File: config.mk
export PLATFORM = sky130hd
export DESIGN_NAME = stim_driver_flat
export DESIGN_NICKNAME = d
export VERILOG_FILES = /design/src/rtl/stim_drv_pkg.sv /design/src/rtl/stim_driver_if.sv /design/src/rtl/stim_fifo.sv /design/src/rtl/stim_driver.sv /design/src/flat_wrapper.sv
export SDC_FILE = /design/constraint.sdc
export NUM_CORES = 1
export LEC_CHECK = 0
export ABC_AREA = 1
export CAP_MARGIN = 20
export CORE_ASPECT_RATIO = 1.2
export CORE_MARGIN = 2
export CORE_UTILIZATION = 38
export DETAILED_ROUTE_END_ITERATION = 12
export GPL_TIMING_DRIVEN = 0
export PLACE_DENSITY = 0.62
export SLEW_MARGIN = 10
export SYNTH_ARGS = -nofsm -noshare
export SYNTH_HDL_FRONTEND = slang
export SYNTH_HIERARCHICAL = 1
export SYNTH_SLANG_ARGS = --single-unit
File: constraint.sdc
create_clock -name tb_clk -period 7.7 [get_ports tb_clk]
set_input_delay 1.925 -clock tb_clk [delete_from_list [all_inputs] [get_ports tb_clk]]
set_output_delay 1.925 -clock tb_clk [all_outputs]
set_load 0.01 [all_outputs]
File: src/rtl/stim_drv_pkg.sv
// Shared types and default sizes for the stimulus driver.
// STIM_DRV_GAP_EN adds the GAP state used for idle gaps between transfers.
package stim_drv_pkg;

  localparam int unsigned STIM_DATA_W = 32;
  localparam int unsigned STIM_DEPTH  = 8;
  localparam int unsigned STIM_CNT_W  = 16;
  localparam int unsigned STIM_GAP_W  = 4;

`ifdef STIM_DRV_GAP_EN
  typedef enum logic [1:0] {
    IDLE  = 2'd0,
    DRIVE = 2'd1,
    GAP   = 2'd2
  } stim_drv_state_t;
`else
  typedef enum logic [0:0] {
    IDLE  = 1'b0,
    DRIVE = 1'b1
  } stim_drv_state_t;
`endif

endpackage

File: src/rtl/stim_driver_if.sv
// Push-side and DUT-side handshakes of the stimulus driver.
// gap_cycles exists only when STIM_DRV_GAP_EN is defined.
interface stim_driver_if
  import stim_drv_pkg::*;
#(
  parameter int unsigned DATA_W = STIM_DATA_W
`ifdef STIM_DRV_GAP_EN
  ,
  parameter int unsigned GAP_W  = STIM_GAP_W
`endif
);

  logic              push_valid;
  logic              push_ready;
  logic [DATA_W-1:0] push_data;
  logic              dut_valid;
  logic              dut_ready;
  logic [DATA_W-1:0] dut_data;
`ifdef STIM_DRV_GAP_EN
  logic [GAP_W-1:0]  gap_cycles;
`endif

  modport master (
    input  push_valid,
    input  push_data,
    input  dut_ready,
`ifdef STIM_DRV_GAP_EN
    input  gap_cycles,
`endif
    output push_ready,
    output dut_valid,
    output dut_data
  );

  modport slave (
    output push_valid,
    output push_data,
    output dut_ready,
`ifdef STIM_DRV_GAP_EN
    output gap_cycles,
`endif
    input  push_ready,
    input  dut_valid,
    input  dut_data
  );

endinterface

File: src/rtl/stim_fifo.sv
// Circular word buffer with occupancy count; flush empties it and wins over push/pop.
module stim_fifo #(
  parameter int unsigned DATA_W = 32,
  parameter int unsigned DEPTH  = 8,
  localparam int unsigned PTR_W = $clog2(DEPTH),
  localparam int unsigned LVL_W = $clog2(DEPTH + 1)
) (
  input  logic              clk_i,
  input  logic              rst_i,
  input  logic              flush_i,
  input  logic              push_i,
  input  logic              pop_i,
  input  logic [DATA_W-1:0] wdata_i,
  output logic [DATA_W-1:0] rdata_o,
  output logic              full_o,
  output logic              empty_o,
  output logic [LVL_W-1:0]  level_o
);

  logic [DATA_W-1:0] mem_q [DEPTH];
  logic [PTR_W-1:0]  wr_ptr_q, rd_ptr_q;
  logic [LVL_W-1:0]  level_q;
  logic              do_push, do_pop;

  assign full_o  = (level_q == LVL_W'(DEPTH));
  assign empty_o = (level_q == '0);
  assign rdata_o = mem_q[rd_ptr_q];
  assign level_o = level_q;

  assign do_push = push_i & ~full_o & ~flush_i & ~rst_i;
  assign do_pop  = pop_i & ~empty_o & ~flush_i & ~rst_i;

  always_ff @(posedge clk_i) begin
    if (do_push) begin
      mem_q[wr_ptr_q] <= wdata_i;
    end
  end

  // DEPTH is a power of two, so pointers wrap by natural overflow.
  always_ff @(posedge clk_i) begin
    if (rst_i || flush_i) begin
      wr_ptr_q <= '0;
      rd_ptr_q <= '0;
      level_q  <= '0;
    end else begin
      if (do_push) wr_ptr_q <= wr_ptr_q + PTR_W'(1);
      if (do_pop)  rd_ptr_q <= rd_ptr_q + PTR_W'(1);
      case ({do_push, do_pop})
        2'b10:   level_q <= level_q + LVL_W'(1);
        2'b01:   level_q <= level_q - LVL_W'(1);
        default: level_q <= level_q;
      endcase
    end
  end

endmodule

File: src/rtl/stim_driver.sv
// Pops buffered stimulus words and holds each on the DUT handshake until accepted.
// STIM_DRV_GAP_EN enables idle gaps of gap_cycles after each transfer.
module stim_driver
  import stim_drv_pkg::*;
#(
  parameter int unsigned DATA_W = STIM_DATA_W,
  parameter int unsigned DEPTH  = STIM_DEPTH,
`ifdef STIM_DRV_GAP_EN
  parameter int unsigned GAP_W  = STIM_GAP_W,
`endif
  parameter int unsigned CNT_W  = STIM_CNT_W
) (
  input  logic                       tb_clk,
  input  logic                       tb_rst,
  input  logic                       flush,
  stim_driver_if.master              bus,
  output logic [$clog2(DEPTH+1)-1:0] level,
  output logic [CNT_W-1:0]           sent_count,
  output logic                       busy
);

  stim_drv_state_t   state_q, state_d;
  logic              dut_valid_q, dut_valid_d;
  logic [DATA_W-1:0] dut_data_q, dut_data_d;
  logic [CNT_W-1:0]  cnt_q, cnt_d;
`ifdef STIM_DRV_GAP_EN
  logic [GAP_W-1:0]  gap_q, gap_d;
`endif

  logic              fifo_full, fifo_empty, fifo_push, fifo_pop;
  logic [DATA_W-1:0] fifo_head;

  assign bus.push_ready = ~fifo_full;
  assign fifo_push      = bus.push_valid & ~fifo_full & ~flush;

  stim_fifo #(
    .DATA_W (DATA_W),
    .DEPTH  (DEPTH)
  ) u_fifo (
    .clk_i   (tb_clk),
    .rst_i   (tb_rst),
    .flush_i (flush),
    .push_i  (fifo_push),
    .pop_i   (fifo_pop),
    .wdata_i (bus.push_data),
    .rdata_o (fifo_head),
    .full_o  (fifo_full),
    .empty_o (fifo_empty),
    .level_o (level)
  );

  always_comb begin
    state_d     = state_q;
    dut_valid_d = dut_valid_q;
    dut_data_d  = dut_data_q;
    cnt_d       = cnt_q;
    fifo_pop    = 1'b0;
`ifdef STIM_DRV_GAP_EN
    gap_d       = gap_q;
`endif
    if (flush) begin
      state_d     = IDLE;
      dut_valid_d = 1'b0;
`ifdef STIM_DRV_GAP_EN
      gap_d       = '0;
`endif
    end else begin
      case (state_q)
        IDLE: begin
          if (!fifo_empty) begin
            fifo_pop    = 1'b1;
            dut_valid_d = 1'b1;
            dut_data_d  = fifo_head;
            state_d     = DRIVE;
          end
        end
        DRIVE: begin
          if (bus.dut_ready) begin
            cnt_d = cnt_q + CNT_W'(1);
`ifdef STIM_DRV_GAP_EN
            if (bus.gap_cycles != '0) begin
              gap_d       = bus.gap_cycles;
              dut_valid_d = 1'b0;
              state_d     = GAP;
            end else
`endif
            if (!fifo_empty) begin
              fifo_pop   = 1'b1;
              dut_data_d = fifo_head;
            end else begin
              dut_valid_d = 1'b0;
              state_d     = IDLE;
            end
          end
        end
`ifdef STIM_DRV_GAP_EN
        GAP: begin
          // The last gap cycle launches the next word itself so the gap is exactly N long.
          if (gap_q <= GAP_W'(1)) begin
            gap_d = '0;
            if (!fifo_empty) begin
              fifo_pop    = 1'b1;
              dut_valid_d = 1'b1;
              dut_data_d  = fifo_head;
              state_d     = DRIVE;
            end else begin
              state_d = IDLE;
            end
          end else begin
            gap_d = gap_q - GAP_W'(1);
          end
        end
`endif
        default: state_d = IDLE;
      endcase
    end
  end

  always_ff @(posedge tb_clk) begin
    if (tb_rst) begin
      state_q     <= IDLE;
      dut_valid_q <= 1'b0;
      dut_data_q  <= '0;
      cnt_q       <= '0;
`ifdef STIM_DRV_GAP_EN
      gap_q       <= '0;
`endif
    end else begin
      state_q     <= state_d;
      dut_valid_q <= dut_valid_d;
      dut_data_q  <= dut_data_d;
      cnt_q       <= cnt_d;
`ifdef STIM_DRV_GAP_EN
      gap_q       <= gap_d;
`endif
    end
  end

  assign bus.dut_valid = dut_valid_q;
  assign bus.dut_data  = dut_data_q;
  assign sent_count    = cnt_q;
  assign busy          = (state_q != IDLE) | (level != '0);

endmodule
File: src/flat_wrapper.sv
// flat-port wrapper written by rule: the top's interface ports become plain ports
module stim_driver_flat import stim_drv_pkg::*;
#(
  parameter int unsigned DATA_W = STIM_DATA_W,
  parameter int unsigned DEPTH  = STIM_DEPTH,

  parameter int unsigned CNT_W  = STIM_CNT_W
)
  (tb_clk, tb_rst, flush, level, sent_count, busy, bus_push_valid, bus_push_data, bus_dut_ready, bus_push_ready, bus_dut_valid, bus_dut_data);
  stim_driver_if #(.DATA_W(DATA_W)) bus_i ();
  input  logic tb_clk;
  input  logic tb_rst;
  input  logic flush;
  output logic [$clog2(DEPTH+1)-1:0] level;
  output logic [CNT_W-1:0] sent_count;
  output logic busy;
  input wire logic [$bits(bus_i.push_valid)-1:0] bus_push_valid;
  input wire logic [$bits(bus_i.push_data)-1:0] bus_push_data;
  input wire logic [$bits(bus_i.dut_ready)-1:0] bus_dut_ready;
  output wire logic [$bits(bus_i.push_ready)-1:0] bus_push_ready;
  output wire logic [$bits(bus_i.dut_valid)-1:0] bus_dut_valid;
  output wire logic [$bits(bus_i.dut_data)-1:0] bus_dut_data;
  assign bus_i.push_valid = bus_push_valid;
  assign bus_i.push_data = bus_push_data;
  assign bus_i.dut_ready = bus_dut_ready;
  assign bus_push_ready = bus_i.push_ready;
  assign bus_dut_valid = bus_i.dut_valid;
  assign bus_dut_data = bus_i.dut_data;
  stim_driver #(.DATA_W(DATA_W), .DEPTH(DEPTH), .CNT_W(CNT_W)) u_core (.tb_clk(tb_clk), .tb_rst(tb_rst), .flush(flush), .bus(bus_i), .level(level), .sent_count(sent_count), .busy(busy));
endmodule
# Yosys cells after proc, flatten, opt, wreduce, memory -nomap -nowiden

Memories as Yosys holds them, arrays and structs flattened. A register that Yosys moved wholly into a read port is not among the register bits.
Index checks and enable logic that the tools add are counted.

Add/sub/neg operators: 5
Equal/unequal tests: 6
Mux-type cells: 18
Bitwise gates (word level): 14
Reduce and logical (&&, ||, !) cells: 8

Operators by type and width:

| kind                    | number |
|---|---|
| $mux W32                | 2 |
| $pmux W32 S2            | 1 |
| $add A16 B1 Y16 const B | 1 |
| $mux W1                 | 9 |
| $and A1 B1 Y1           | 8 |
| $pmux W4 S2             | 1 |
| $add A3 B1 Y3 const B   | 2 |
| $mux W3                 | 2 |
| $ne A2 B2 Y1 const B    | 3 |
| $pmux W1 S2             | 3 |
| $reduce_and A3 Y1       | 2 |
| $not A1 Y1              | 5 |
| $add A4 B1 Y4 const B   | 1 |
| $eq A4 B4 Y1 const B    | 1 |
| $logic_not A4 Y1        | 1 |
| $reduce_bool A4 Y1      | 1 |
| $sub A4 B1 Y4 const B   | 1 |
| $eq A2 B1 Y1 const B    | 1 |
| $eq A2 B2 Y1 const B    | 1 |
| $reduce_and A2 Y1       | 1 |
| $reduce_bool A2 Y1      | 1 |
| $reduce_or A2 Y1        | 1 |
| $logic_or A1 B1 Y1      | 1 |
| $or A1 B1 Y1            | 1 |

Bits in registers: 60
RAM bits: 256
Input port bits: 37
Output and inout port bits: 55
Logic and storage cells: 59
Memories kept: 1

Memories:

| memory              | words | width | rd ports | clocked after memory_dff | wr ports | RTL line        | RTL |
|---|---|---|---|---|---|---|---|
| u_core.u_fifo.mem_q | 8     | 32    | 1        | 1                        | 1        | stim_fifo.sv:20 | `logic [DATA_W-1:0] mem_q [DEPTH];` |

# Longest topological paths before layout

Gate-level depths: netlist (run 1).

Depth after elaboration: 10
Gate-level depth with buffers: 19

# Hierarchy

Netlist (run 1), hierarchy kept.

Modules (own cells, without submodules):

| module      | times used | cells each | area an instance (um^2) | seq. area each (um^2) |
|---|---|---|---|---|
| stim_fifo   | 1          | 818        | 10,637.7                | 7,947.6 |
| stim_driver | 1          | 274        | 1,995.7                 | 1,001.0 |

# Worst setup path after synthesis (run 1)

OpenSTA, ideal clock, no wires.

Kind: in2reg
Start: input bus_push_valid
End: memory u_core.u_fifo.mem_q[0][0] (enable)
Library setup time: 0.421 ns
Arrival time: 3.791 ns
Required time: 7.279 ns
Path slack: 3.488 ns
Stages: 6
Buffers on the path: 0
Cells stage by stage: nand2_1 > nor2_1 > nand2_1 > nor2_1 > nand2_1 > nor2_1

Cells in the longest elaborated chain, start to end: 7

RTL lines:

| what                          | RTL line           | RTL |
|---|---|---|
| start: declaration            | flat_wrapper.sv:17 | `input wire logic [$bits(bus_i.push_valid)-1:0] bus_push_valid;` |
| $and A1 B1 Y1 (2 in series)   | stim_driver.sv:34  | `assign fifo_push = bus.push_valid & ~fifo_full & ~flush;` |
| net u_core.fifo_push          | stim_driver.sv:30  | `logic fifo_full, fifo_empty, fifo_push, fifo_pop;` |
| $and A1 B1 Y1 (3 in series)   | stim_fifo.sv:30    | `assign do_push = push_i & ~full_o & ~flush_i & ~rst_i;` |
| $mux W1                       | stim_fifo.sv:34    | `if (do_push) begin` |
| $mux W1 (not written as such) | stim_fifo.sv:35    | `mem_q[wr_ptr_q] <= wdata_i;` |
| end: declaration              | stim_fifo.sv:20    |  |

The timed path passes the listed nets, and every way through them passes these cells.

# Final worst setup path (run 1)

Start: input bus_dut_ready
End: register u_core.u_fifo.level_q[2], in the netlist u_core/u_fifo/level_o[2]

Cells in the longest elaborated chain, start to end: 8
Elaborated cells between the ends (all ways): 10
Those cells by class: 2 x eq/ne; 4 x mux; 3 x bitwise; 1 x reduce/logical

RTL lines:

| what                                              | RTL line           | RTL |
|---|---|---|
| start: declaration                                | flat_wrapper.sv:19 | `input wire logic [$bits(bus_i.dut_ready)-1:0] bus_dut_ready;` |
| $mux W1 (*)                                       | stim_driver.sv:78  | `if (bus.dut_ready) begin` |
| $pmux W1 S2 (*)                                   | stim_driver.sv:68  | `case (state_q)` |
| $mux W1 (*)                                       | stim_driver.sv:61  | `if (flush) begin` |
| net u_core.fifo_pop                               | stim_driver.sv:30  |  |
| $and A1 B1 Y1 (*) (3 in series)                   | stim_fifo.sv:31    | `assign do_pop = pop_i & ~empty_o & ~flush_i & ~rst_i;` |
| net u_core.u_fifo.do_pop                          | stim_fifo.sv:23    | `logic do_push, do_pop;` |
| $eq A2 B1 Y1 or $eq A2 B2 Y1 (tied branches)      | stim_fifo.sv:48    | `case ({do_push, do_pop})` |
| $pmux W4 S2 or $reduce_bool A2 Y1 (tied branches) | -                  |  |
| end signal: assignment                            | stim_fifo.sv:49    | `2'b10: level_q <= level_q + LVL_W'(1);` |
| end signal: assignment                            | stim_fifo.sv:50    | `2'b01: level_q <= level_q - LVL_W'(1);` |
| end signal: assignment                            | stim_fifo.sv:51    | `default: level_q <= level_q;` |
| end: declaration                                  | stim_fifo.sv:22    | `logic [LVL_W-1:0] level_q;` |

Mark *: on every way through the listed nets, which the timed path passes. The rest lies on a longest branch.
A chain may end at the register's enable or synchronous reset.

==> results of run 1 <==
-- kinds of logic after synthesis --
group                      after synthesis  share of synthesized area, %
and+or+nand+nor                        409                          12.6
DFF                                    319                          70.8
AOI/OAI and AO/OA                      224                          9.28
buffers and inverters                   98                          3.84
muxes                                   32                          2.54
adders and majority gates                6                         0.594
xor gates and xnor gates                 4                         0.277
-- worst min-delay path by stage --
stage | from | end | slack (ns) | depth (start not counted)
2_1_floorplan | u_core/u_fifo/rd_ptr_q[1] | flip-flop | 0.47 | 2
3_3_place_gp | u_core/sent_count[8] | u_core/sent_count[8] | 0.44 | 2
3_5_place_dp | u_core/sent_count[8] | u_core/sent_count[8] | 0.45 | 2
4_1_cts | u_core/sent_count[8] | u_core/sent_count[8] | 0.46 | 2
5_1_grt | u_core/bus.dut_data[18] | u_core/bus.dut_data[18] | 0.51 | 2
6_report | u_core/sent_count[8] | u_core/sent_count[8] | 0.45 | 2
-- worst reg2reg max path: cells and delay by family, from the launching register on --
| kind | cells | cell delay, ns |
|---|---|---|
| and+or+nand+nor | 7 | 0.87 |
| buffers and inverters | 6 | 0.82 |
| adders and majority gates | 2 | 0.44 |
| AOI/OAI and AO/OA | 2 | 0.29 |
| xor gates and xnor gates | 1 | 0.09 |
| DFF | 1 | 0.44 |
-- stage by stage --
stage               setup WS [ns]  hold slack, ns  utilization, %  power (uW)  cells
finish                       3.34           0.454            46.9        3570   1704
CTS                          3.34           0.461            46.9        3600   1704
global placement             1.59           0.441            42.8        2000   1633
global route                 3.10           0.507            46.9        3670   1704
floorplan                    3.49           0.468               -        1940   1092
detailed placement           2.85           0.453            43.6        2000   1641
-- power breakdown --
part | leakage, uW | total [uW] | switching, uW | internal [uW]
logic | 0.00191 | 90.3 | 52.5 | 37.8
registers | 0.00281 | 1870 | 4.20 | 1870
clock network | 0.000534 | 1600 | 633 | 971
total | 0.00525 | 3570 | 690 | 2880
-- area by class of cell --
cell class | count | area, sq um
buffer | 56 | 328
multi-input combinational | 675 | 3260
clock inverter | 9 | 97.6
timing repair buffer | 99 | 1110
sequential | 319 | 8950
tap | 450 | 563
clock buffer | 54 | 1010
inverter | 42 | 158
fill | 2970 | 17500
-- cells in the final DEF (no fill, tap or decap), types with 6 or more instances in the layout --
master,instances
inv_1,39
edfxtp_1,256
mux2i_1,32
nand3_1,15
ha_1,6
a21oi_1,16
clkbuf_1,36
clkdlybuf4s50_1,91
o22ai_1,32
buf_2,15
dfxtp_1,63
nor2_1,223
nor2_4,9
o21ai_1,25
clkbuf_16,37
nand2_1,148
o21ai_0,146
-- state kept, by name, summed over array words and instances, names as in the netlist, named ones only --
name and cells:
u_core/u_fifo/mem_q 256, u_core/bus.dut_data 32, u_core/sent_count 16, u_core/u_fifo/level_o 4
u_core/u_fifo/rd_ptr_q 3, u_core/u_fifo/wr_ptr_q 3, u_core/bus.dut_valid 1, u_core/state_q 1
-- layer usage --
metal  track usage [%]  routed length, um  vias up
met3              2.78               1740       56
met1              22.0              12600     4104
li1                  -                  -     4088
met5                 0                 13        -
met4              6.07                827        2
met2              30.6              14800      291
==> run summary, run 1 <==
post-synth top area cell: edfxtp_1
first-pass GRT wire length: 46700 um
max-cap violation count: 0
Register-to-Register Setup Slack: 4.64 ns
Critical Path Max Stage Delay: 0.53 ns
CP startpoint: bus_dut_ready
antenna cells: 0
hold buffer count at cts: 0
clock skew: 0.0138 ns
Relative slew margins: 53.3%
WP data arrival: 4.76 ns
asr flop ratio synth: 0%
slowest stage cell, crit path: clkdlybuf4s50_1
total wire length: 29900 um
share of cells above drive strength 1: 7.74%
clk sinks: 319
CP Depth: 16
IO Port Bufs: 91
crit path launch type: primary input
cell count after synthesis: 1092
post-cts resize count: 0
CP Buf/Inv Count: 5
crit end category: flip-flop
post-synthesis average cell area: 11.6 sq um
Final Hold Viols: 0
EDFF count, synth: 256
min Tclk post-route: 4.36 ns
ranking of synthesized cells by area: edfxtp_1, dfxtp_1, nor2_1
Area after DPL: 14400 sq um
worst-skew pair later-pin latency: 0.50 ns
DIE WIDTH: 170 um
most frequent CP cell: inv_1
endpoints failing setup: 0
power density over the cells: 231 nW/um^2
measured slew at the worst slew-check pin: 0.699 ns
area of the mapped netlist: 12600 sq um
Post-DRT Antenna Nets: 0
Crit path max-delay family: buffers and inverters
crit path to: u_core/u_fifo/level_o[2]
IO Count: 92
H-tree levels: 2
design area: 15500 sq um
DRC: 0
die area: 34700 sq um
row cnt: 73
setup TNS: 0 ns
crit path max fanout: 10
CP cell instances: clkdlybuf4s50_1 -> or2_1 -> nand3_2 -> inv_1 -> buf_6 -> nand2_1 -> nor2_1 -> ha_1 -> nand2_1 -> inv_1 -> nor2_1 -> ha_1 -> a21oi_1 -> xnor2_1 -> o21ai_0 -> inv_1
Reg-to-Reg End: u_core/u_fifo/level_o[2]
RD Place Congestion: 0.817
nets@finish: 1271
Top FF cell, synth: edfxtp_1
Seq/Total Area, Yosys: 70.8%
most frequent cell after synthesis: edfxtp_1
HP Class: reg2reg
Reg clk slew, reported paths: 0.06 ns
synth warn: 6
vias in the first global route: 8485
wire per inst: 17.6 um
grt ovf: 0
Leak: 0.00525 uW
RSZ-0062 raised after global routing: no
VDD IR max: 117 uV
Setup CP Type: in2reg
top-area cell type share of the netlist area: 60.8%
area delta synth->final: 22.5%
Mapped Nets: 1135
Tot GR Track Use: 17.5%
R2R depth: 18
CTS root buffer: clkbuf_16
synthesis-stage register bit count: 319
routed vias: 8541
worst reg2reg path startpoint: u_core/u_fifo/level_o[1]
Yosys cell types: 36
DR vias/cell: 5.01
Starting Density: 38.3%
Floorplan Core Area: 33000 sq um
setup repair bufs after CTS: 0
Fmax: 229 MHz
final period utilization: 56.7%
largest net degree at the start of global routing: 26
TritonRoute pass-1 iters: 5
Clock Tree Buf Depth: 3
Post-synth top cells: edfxtp_1, nor2_1, nand2_1, o21ai_0, dfxtp_1
hpwl dp: 19800 um
die span in y: 204 um
outcome: finished clean
starting DRC count in detailed routing: 758
Slew Viols, Final: 0
initial antenna violation count: 1
CTS tree: yes
Data required, critical path: 8.09 ns
CTS buffer count: 35
Power figures use the tool's default switching activity.
==> run 2, diff against run 1 <==
- clock period: 7.7 -> 4.35 ns (I/O delays scaled with it)
==> results of run 2 <==
The final DEF is identical to that of run 1. Status: finished clean.
Main changes from that run: setup slack after placement 2.85 ns -> 0.334 ns; setup slack after layout 3.34 ns -> 0.823 ns; register-to-register setup slack 4.64 ns -> 1.29 ns; total power 3570 uW -> 6320 uW; worst IR drop on VDD 117 uV -> 207 uV
==> run 3, diff against run 2 <==
- clock period: 4.35 -> 3.5 ns (I/O delays scaled with it)
==> run 3 against run 2 <==
Routed wire length about the same. Core utilization hardly changed. Hold slack about the same. Critical path depth stayed put. Design area about the same. Register-to-register slack worse by 0.77 ns.
==> run summary, run 3 (synthesis gave the netlist of run 1 again) <==
outcome: finished clean
Starting Density: 38.3% (unchanged)
most frequent cells in the layout: edfxtp_1, nor2_1, nand2_1
worst reg2reg path startpoint: u_core/u_fifo/level_o[1]
IO Port Bufs: 91 (unchanged)
DIE WIDTH: 170 um (unchanged)
H-tree levels: 2 (unchanged)
crit end category: flip-flop
CTS tree: yes
starting DRC count in detailed routing: 711 (-6.2%)
die area: 34700 sq um (unchanged)
worst-skew pair later-pin latency: 0.50 ns (about the same)
area delta synth->final: 22.5% (about the same)
CTS root buffer: clkbuf_16
Tot GR Track Use: 17.5% (unchanged)
RSZ-0062 raised after global routing: no
most common cell after layout, fill and taps aside: edfxtp_1
antenna cells: 0 (unchanged)
RD Place Congestion: 0.817 (unchanged)
Reg area: 8950 sq um (unchanged)
total power: 7850 uW
Floorplan Core Area: 33000 sq um (unchanged)
Relative slew margins: 52.7% (-0.52 points)
setup repair bufs after CTS: 0 (unchanged)
DR vias/cell: 4.98 (-0.59%)
Clock Tree Buf Depth: 3 (unchanged)
share of cells above drive strength 1: 7.81% (+0.080 points)
row cnt: 73 (unchanged)
total wire length: 29900 um (about the same)
VDD IR max: 258 uV
clock skew: 0.0145 ns (+0.000772 ns)
Fillers: 2970 (unchanged)
DRC: 0 (unchanged)
IO Count: 92 (unchanged)
Register-to-Register Setup Slack: 0.52 ns
nets@finish: 1271 (unchanged)
wire per inst: 17.6 um (about the same)
CP startpoint: bus_dut_ready
hpwl dp: 19800 um (unchanged)
routed vias: 8491 (-0.59%)
Slew Viols, Final: 0 (unchanged)
initial antenna violation count: 1 (unchanged)
largest net degree at the start of global routing: 26 (unchanged)
HP Class: reg2reg
Reg clk slew, reported paths: 0.06 ns (about the same)
Leak: 0.00524 uW (-0.19%)
register bank with the most flops: u_core/u_fifo/mem_q
vias in the first global route: 8485 (unchanged)
Final Hold Viols: 0 (unchanged)
die span in y: 204 um (unchanged)
first-pass GRT wire length: 46700 um (unchanged)
Data required, critical path: 3.89 ns
Fmax: 309 MHz
crit path max fanout: 10 (unchanged)
Post-DRT Antenna Nets: 0 (unchanged)
Setup CP Type: in2reg
min Tclk post-route: 3.23 ns
final period utilization: 92.4%
crit path to: u_core/u_fifo/level_o[2]
TritonRoute pass-1 iters: 5 (unchanged)
setup TNS: 0 ns (unchanged)
area occupied by multi-input gates: 3260 sq um (unchanged)
grt ovf: 0 (unchanged)
max-cap violation count: 0 (unchanged)
measured slew at the worst slew-check pin: 0.707 ns (+0.00778 ns)
endpoints failing setup: 0 (unchanged)
R2R depth: 18 (unchanged)
power density over the cells: 507 nW/um^2
WP data arrival: 3.63 ns
crit path launch type: primary input
CTS buffer count: 35 (unchanged)
Reg-to-Reg End: u_core/u_fifo/level_o[2]
clk sinks: 319 (unchanged)
max FFs per register: 256 (unchanged)
==> run 3: changes by cell type in the layout (fill, tap and decap cells not counted) <==
cell / delta
clkinvlp_4: +1
inv_1: -1
==> run 3: layout make-up <==
type	count	share of cell area (%)
Clock inverter	9	0.631
Timing Repair Buffer	99	7.16
Inverter	42	1.04
Multi-Input combinational cell	675	21.1
Sequential cell	319	57.8
Clock buffer	54	6.52
Buffer	56	2.12
Tap cell	450	3.64
==> run 3: timing repair <==
item	CTS	global route
gates resized for setup	0	1
hold buffers	0	0
setup endpoints to repair	0	1
==> run 3: worst min path at each step <==
stage	slack, ns	from	to	cells past startpoint
final	0.45	u_core/sent_count[8]	u_core/sent_count[8]	2
after global routing	0.51	u_core/bus.dut_data[18]	u_core/bus.dut_data[18]	2
after CTS	0.46	u_core/sent_count[8]	u_core/sent_count[8]	2
after detailed placement	0.45	u_core/sent_count[8]	u_core/sent_count[8]	2
after global placement	0.44	u_core/sent_count[8]	u_core/sent_count[8]	2
after floorplan	0.47	u_core/u_fifo/rd_ptr_q[1]	flip-flop	2
==> run 3: power breakdown <==
group	internal (uW)	switching, uW	total, uW
Sequential	4110	9.26	4120
Clock	2140	1390	3530
Combinational	83.2	116	199
Total	6330	1520	7850
==> run 3: worst max-delay path: stages <==
cell and delay (ns):
clkdlybuf4s50_1 0.53, or2_1 0.16, nand3_2 0.20, clkinvlp_4 0.26
buf_6 0.18, nand2_1 0.13, nor2_1 0.22, ha_1 0.27
nand2_1 0.07, inv_1 0.08, nor2_1 0.05, ha_1 0.17
a21oi_1 0.15, xnor2_1 0.09, o21ai_0 0.14, inv_1 0.05
==> run 3: metrics by stage <==
| step | worst slack, ns | hold WS (ns) | cell area, sq um | util, % | instances |
|---|---|---|---|---|---|
| global placement | -1.56 | 0.441 | 14100 | 42.8 | 1633 |
| CTS | 0.192 | 0.461 | 15500 | 46.9 | 1704 |
| detailed placement | -0.303 | 0.453 | 14400 | 43.6 | 1641 |
| global route | 0.0427 | 0.507 | 15500 | 46.9 | 1704 |
| floorplan | 0.338 | 0.468 | 12600 | - | 1092 |
| finish | 0.266 | 0.454 | 15500 | 46.9 | 1704 |
==> run 3: metal layers <==
metal | wire length, um | GRT usage [%] | part of all wire (%) | vias to the layer above
met5 | 13 | 0 | 0.043 | -
met4 | 821 | 6.07 | 2.7 | 2
met3 | 1570 | 2.78 | 5.2 | 54
met2 | 14800 | 30.6 | 50 | 265
met1 | 12700 | 22.0 | 42 | 4084
li1 | - | - | - | 4086
